===== src/rtl/switch_reader_pkg.sv =====
// Shared constants and debounce FSM encoding for the switch reader.
package switch_reader_pkg;
    localparam int DB_COUNT_DEF = 50000;
    localparam int CNT_W        = 16;

    typedef enum logic {
        DB_IDLE     = 1'b0,
        DB_COUNTING = 1'b1
    } db_state_t;
endpackage


===== src/rtl/switch_debounce_bit.sv =====
// One switch: two-flop synchronizer feeding an IDLE/COUNTING debounce FSM.
module switch_debounce_bit
    import switch_reader_pkg::*;
#(
    parameter int DB_COUNT = DB_COUNT_DEF
) (
    input  logic i_clk,
    input  logic i_rst,
    input  logic i_sw,
    output logic o_stable
);
    localparam logic [CNT_W-1:0] LAST = CNT_W'(DB_COUNT - 1);

    logic             r_sync1, r_sync2, r_stable, w_stable_nxt;
    db_state_t        r_state, w_state_nxt;
    logic [CNT_W-1:0] r_cnt, w_cnt_nxt;

    always_ff @(posedge i_clk or posedge i_rst) begin
        if (i_rst) begin
            r_sync1  <= 1'b0;
            r_sync2  <= 1'b0;
            r_stable <= 1'b0;
            r_state  <= DB_IDLE;
            r_cnt    <= '0;
        end else begin
            r_sync1  <= i_sw;
            r_sync2  <= r_sync1;
            r_stable <= w_stable_nxt;
            r_state  <= w_state_nxt;
            r_cnt    <= w_cnt_nxt;
        end
    end

    always_comb begin
        w_state_nxt  = r_state;
        w_cnt_nxt    = r_cnt;
        w_stable_nxt = r_stable;
        case (r_state)
            DB_IDLE: begin
                w_cnt_nxt = '0;
                if (r_sync2 != r_stable) begin
                    w_state_nxt = DB_COUNTING;
                    w_cnt_nxt   = CNT_W'(1);
                end
            end
            DB_COUNTING: begin
                if (r_sync2 == r_stable) begin
                    // glitch: drop the partial count, keep the old level
                    w_state_nxt = DB_IDLE;
                    w_cnt_nxt   = '0;
                end else if (r_cnt == LAST) begin
                    w_stable_nxt = r_sync2;
                    w_state_nxt  = DB_IDLE;
                    w_cnt_nxt    = '0;
                end else begin
                    w_cnt_nxt = r_cnt + CNT_W'(1);
                end
            end
            default: begin
                w_state_nxt = DB_IDLE;
                w_cnt_nxt   = '0;
            end
        endcase
    end

    assign o_stable = r_stable;
endmodule


===== src/rtl/switch_reader.sv =====
// Debounced switch bank with edge pulses, sticky change flags, irq and a read port.
module switch_reader
    import switch_reader_pkg::*;
#(
    parameter int NUM_SW   = 4,
    parameter int DB_COUNT = DB_COUNT_DEF
) (
    input  logic                clk,
    input  logic                rst,
    input  logic [NUM_SW-1:0]   switches,
    output logic [NUM_SW-1:0]   sw_state,
    output logic [NUM_SW-1:0]   sw_rise,
    output logic [NUM_SW-1:0]   sw_fall,
    output logic                irq,
    input  logic                rd_req,
    output logic                rd_valid,
    output logic [2*NUM_SW-1:0] rd_data
);
    logic [NUM_SW-1:0]   w_stable, w_edge, w_clr, w_chg_nxt;
    logic [NUM_SW-1:0]   r_sw_state, r_rise, r_fall, r_changed;
    logic                r_irq, r_rd_valid;
    logic [2*NUM_SW-1:0] r_rd_data;

    for (genvar g = 0; g < NUM_SW; g++) begin : g_bit
        switch_debounce_bit #(.DB_COUNT(DB_COUNT)) u_db (
            .i_clk    (clk),
            .i_rst    (rst),
            .i_sw     (switches[g]),
            .o_stable (w_stable[g])
        );
    end

    // A read clears only what it reports; a fresh edge in the same cycle is kept.
    assign w_edge    = w_stable ^ r_sw_state;
    assign w_clr     = rd_req ? r_changed : '0;
    assign w_chg_nxt = (r_changed & ~w_clr) | w_edge;

    always_ff @(posedge clk or posedge rst) begin
        if (rst) begin
            r_sw_state <= '0;
            r_rise     <= '0;
            r_fall     <= '0;
            r_changed  <= '0;
            r_irq      <= 1'b0;
            r_rd_valid <= 1'b0;
            r_rd_data  <= '0;
        end else begin
            r_sw_state <= w_stable;
            r_rise     <= w_stable & ~r_sw_state;
            r_fall     <= ~w_stable & r_sw_state;
            r_changed  <= w_chg_nxt;
            r_irq      <= |w_chg_nxt;
            r_rd_valid <= rd_req;
            if (rd_req)
                r_rd_data <= {r_changed, r_sw_state};
        end
    end

    assign sw_state = r_sw_state;
    assign sw_rise  = r_rise;
    assign sw_fall  = r_fall;
    assign irq      = r_irq;
    assign rd_valid = r_rd_valid;
    assign rd_data  = r_rd_data;
endmodule


===== config.mk =====
export PLATFORM = sky130hd
export DESIGN_NAME = switch_reader
export DESIGN_NICKNAME = d
export VERILOG_FILES = /design/src/rtl/switch_reader_pkg.sv /design/src/rtl/switch_debounce_bit.sv /design/src/rtl/switch_reader.sv
export SDC_FILE = /design/constraint.sdc
export NUM_CORES = 1
export LEC_CHECK = 0
export CAP_MARGIN = 20
export CELL_PAD_IN_SITES_DETAIL_PLACEMENT = 1
export CELL_PAD_IN_SITES_GLOBAL_PLACEMENT = 2
export CORE_ASPECT_RATIO = 2
export CORE_MARGIN = 5
export CORE_UTILIZATION = 36
export DETAILED_ROUTE_END_ITERATION = 8
export GPL_TIMING_DRIVEN = 0
export PLACE_DENSITY = 0.73
export SYNTH_ARGS = -nofsm -noshare
export SYNTH_HDL_FRONTEND = slang
export SYNTH_HIERARCHICAL = 1
export SYNTH_SLANG_ARGS = --single-unit

===== constraint.sdc =====
create_clock -name clk -period 1.7 [get_ports clk]
set_input_delay 0.255 -clock clk [delete_from_list [all_inputs] [get_ports clk]]
set_output_delay 0.255 -clock clk [all_outputs]
set_load 0.01 [all_outputs]

==> impl_summary.txt <==
----------------------------------------------------
[Critical path]
  Required time of the critical path ... 1940 ps
  Crit path arrival time ... 2160 ps
  CP max FO ... 3
  Class of the most critical setup path ... reg2reg
  Critical Path Slowest Stage Cell ... or4bb_4
  Largest stage delay on the critical path ... 560 ps
  Critical Path Source Type ... register
  Critical Path, Cell by Cell ... or4bb_4, nor4_4, and2_4, mux2_4
  Capturing element type of the critical path ... register

[GRT]
  Total congestion overflow ... 0
  Number of global-route vias before repair ... 3682
  Maximum number of pins on one net before global-route repair ... 27
  Global-route wire length before repair ... 18.3 mm
  All-layer global routing usage ... 0.147
  Initial antenna violation count ... 0

[Timing]
  Clk_skew ... 14.9 ps
  Clock period minus final worst setup slack ... 1920 ps
  Peak clock frequency supported by timing ... 0.522 GHz
  Count of endpoints failing hold in the final timing report ... 0
  Transition time of the tightest slew-check pin ... 804 ps
  RSZ-0062 raised after global routing ... yes
  Max_slew headroom ... 0.463
  Fraction of the cycle the final worst path needs ... 1.13
  Number of pins exceeding their max-slew limit in the final report ... 0
  Final setup violation count ... 63
  Setup TNS ... -7890 ps
  Final setup margin ... -217 ps

[Detailed routing]
  DRC violation count after routing ... 0
  Number of optimization iterations in the first detailed-route pass ... 4
  Drt initial violations ... 109
  Number of vias in the routed layout ... 3355
  Detail-routed net length per standard cell ... 16.9 um
  Overall routed net length ... 11.2 mm
  Ratio of routed vias to standard cells ... 5.08
  Number of nets still failing antenna checks after routing ... 0

[Finish]
  Synthesis-to-layout area growth ... 34.5%
  Fraction of final layout cells sized beyond drive strength 1 ... 0.314
  Number of cells in the finished layout apart from fillers ... 661
  Post-route cell area ... 6310 um2
  Number of inserted diodes ... 0
  Final net count ... 523

[Floorplanning]
  Overall die area ... 15600 um2
  Die Span X ... 90.8 um
  Vertical extent of the die ... 172 um
  Core area ... 12900 um2
  Number of core rows ... 59
  Initial core utilization ... 0.363
  Number of top-level pins ... 29

[Placed design]
  Placed inst area ... 5190 um2
  Dpl hpwl ... 7.37 mm
  Placed cell count ... 601
  Setup Slack @ Placement ... -285 ps
  Number of buffers inserted by port buffering ... 28
  Global placer's final weighted congestion ... 0.705

[Yosys]
  Proportion of synthesized flip-flops having asynchronous set or reset ... 1.00
  Mapped cell area ... 4700 um2
  Synthesized net count ... 440
  Yosys warning total ... 6
  Register bit total from synthesis ... 106
  Sequential cell area fraction in the yosys report ... 0.565
  Count of cell types in the netlist ... 25
  Synthesized area divided by synthesized cell count ... 11.2 um2
  Most common flop cell mapped by yosys ... dfrtp_1
  EDFF count, synth ... 0
  Post-Synthesis Cells ... 421

[Clocking]
  Maximum clock insertion buffer count ... 2
  CTS tree ... done
  Clk Tree Root Cell ... clkbuf_16
  Number of sinks driven by the clock tree ... 106
  Clock buffers created by TritonCTS ... 9
  Clock transition at path regs ... 80 ps
  H-Tree Level Count ... 3
  Latest clock arrival within the worst-skew pair ... 350 ps

[Power and ir drop]
  Largest vdd supply drop ... 0.840 mV
  Static Leak ... 2.52 nW
  Design Power ... 4.97 mW
  Cell area power density ... 788 nW/um2

[Hold path]
  Class of the tightest hold or removal check ... in2async

[Run status]
  Status ... complete, but fails checks
  Violated checks ... setup timing

[Run]
  Number of violations of the max-capacitance limit ... 0

----------------------------------------------------
[sequential cells by signal (all words and copies together), names as in the netlist]
signal / flops
g_bit.u_db/o_stable: 4
g_bit.u_db/r_cnt: 64
g_bit.u_db/r_state: 4
g_bit.u_db/r_sync1: 4
g_bit.u_db/r_sync2: 4
irq: 1
r_changed: 4
rd_data: 8
rd_valid: 1
sw_fall: 4
sw_rise: 4
sw_state: 4
[per-stage QoR]
step                      hold WS (ps)   util
after detailed placement           336  0.401
after CTS                          321  0.457
after floorplan                    219      -
after global placement             334  0.401
after global routing               319  0.489
final                              313  0.489
[per-layer routing]
| layer | part of all wire | track usage |
|---|---|---|
| met1 | 0.37 | 0.154 |
| met2 | 0.58 | 0.282 |
| met3 | 0.030 | 0.0311 |
| met4 | 0.019 | 0.0531 |
| met5 | 0 | 0 |
[layout by cell type, fill, tap and decap left out, types with 2 or more instances in the layout]
cell type	netlist	layout
a211oi_1	4	2
inv_1	33	33
xnor2_1	56	56
buf_12	0	3
nor4_1	12	12
xor2_1	4	4
clkbuf_16	0	12
mux2_2	8	8
nor3_1	16	16
nor2_4	0	23
nor4_4	0	4
or4b_4	0	4
nand3_1	20	16
clkdlybuf4s50_1	0	28
mux2_4	0	4
or2_1	4	4
nand4_1	16	16
nor2_2	0	27
clkinv_4	0	2
or4bb_4	0	3
a211oi_2	0	2
and2_4	0	4
nand2b_1	4	4
nor2_1	80	30
nand2_1	8	8
dfrtp_1	106	98
buf_6	9	14
o21ai_0	2	2
ha_1	12	12
buf_4	0	29
dfrtp_2	0	8
nand3_2	0	4
or4bb_1	8	5
buf_8	0	3
[cell families (layout without fill, tap and decap cells)]
kind of cell             count (synthesis)  after routing  share of synthesized area
AND/OR/NAND/NOR                        181            181                      0.203
flip-flops                             106            106                      0.565
XOR/XNOR                                60             60                      0.112
buffers and inverters                   42            130                     0.0480
adder cells (fa/ha/maj)                 12             12                     0.0320
multiplexers                            12             12                     0.0288
AO/OA/AOI/OAI                            8              8                     0.0115
[layout make-up]
class,instances,area (um2)
plain buffers,9,121
clock buffers,10,229
clock inverters,6,75.1
fillers,1376,6610
inverters,33,124
multi-input cells,273,2170
flip-flops and latches,106,2660
well taps,152,190
repair buffers,72,742
[where the power goes]
group	total (mW)	leakage [nW]	switching (mW)	internal, mW
Sequential	2.57	1.43	0.0256	2.55
Combinational	0.262	0.942	0.145	0.117
Clock	2.14	0.145	0.975	1.16
Total	4.97	2.52	1.15	3.83
[path summary, 6_finish.rpt]
| check | startpoint | to | slack [ps] | cells past startpoint |
|---|---|---|---|---|
| min reg2reg | g_bit[1].u_db/r_sync1 | g_bit[1].u_db/r_sync2 | 350 | 0 |
| max | g_bit[0].u_db/r_cnt[11] | g_bit[0].u_db/o_stable | -220 | 4 |
| min in group clk | switches[0] | g_bit[0].u_db/r_sync1 | 330 | 1 |
| max in group asynchronous | rst | g_bit[0].u_db/r_cnt[8] | 620 | 2 |
| max reg2reg | g_bit[0].u_db/r_cnt[11] | g_bit[0].u_db/o_stable | -220 | 4 |
| min | rst | sw_state[2] | 310 | 2 |
[critical path: cells and delay by family (launching register included)]
family / cells / cell delay, ps
and+or+nand+nor: 3 / 1120
DFF: 1 / 400
muxes: 1 / 290
[cells in the mapped netlist, types with 8 or more instances]
master / count / area, um2
nand3_1: 20 / 100
xnor2_1: 56 / 490
nor3_1: 16 / 80.1
buf_6: 9 / 101
or4bb_1: 8 / 90.1
nand2_1: 8 / 30.0
ha_1: 12 / 150
dfrtp_1: 106 / 2650
nand4_1: 16 / 100
nor2_1: 80 / 300
mux2_2: 8 / 90.1
nor4_1: 12 / 75.1
inv_1: 33 / 124
[timing repair]
| action | in CTS | in global routing |
|---|---|---|
| gates resized for setup | 44 | 71 |
| setup buffers | 30 | 12 |
| pin swaps | 21 | 36 |
| setup endpoints to repair | 64 | 68 |
| hold buffers | 0 | 0 |
| gates cloned | 1 | 3 |
(Power assumes the default switching activity.)
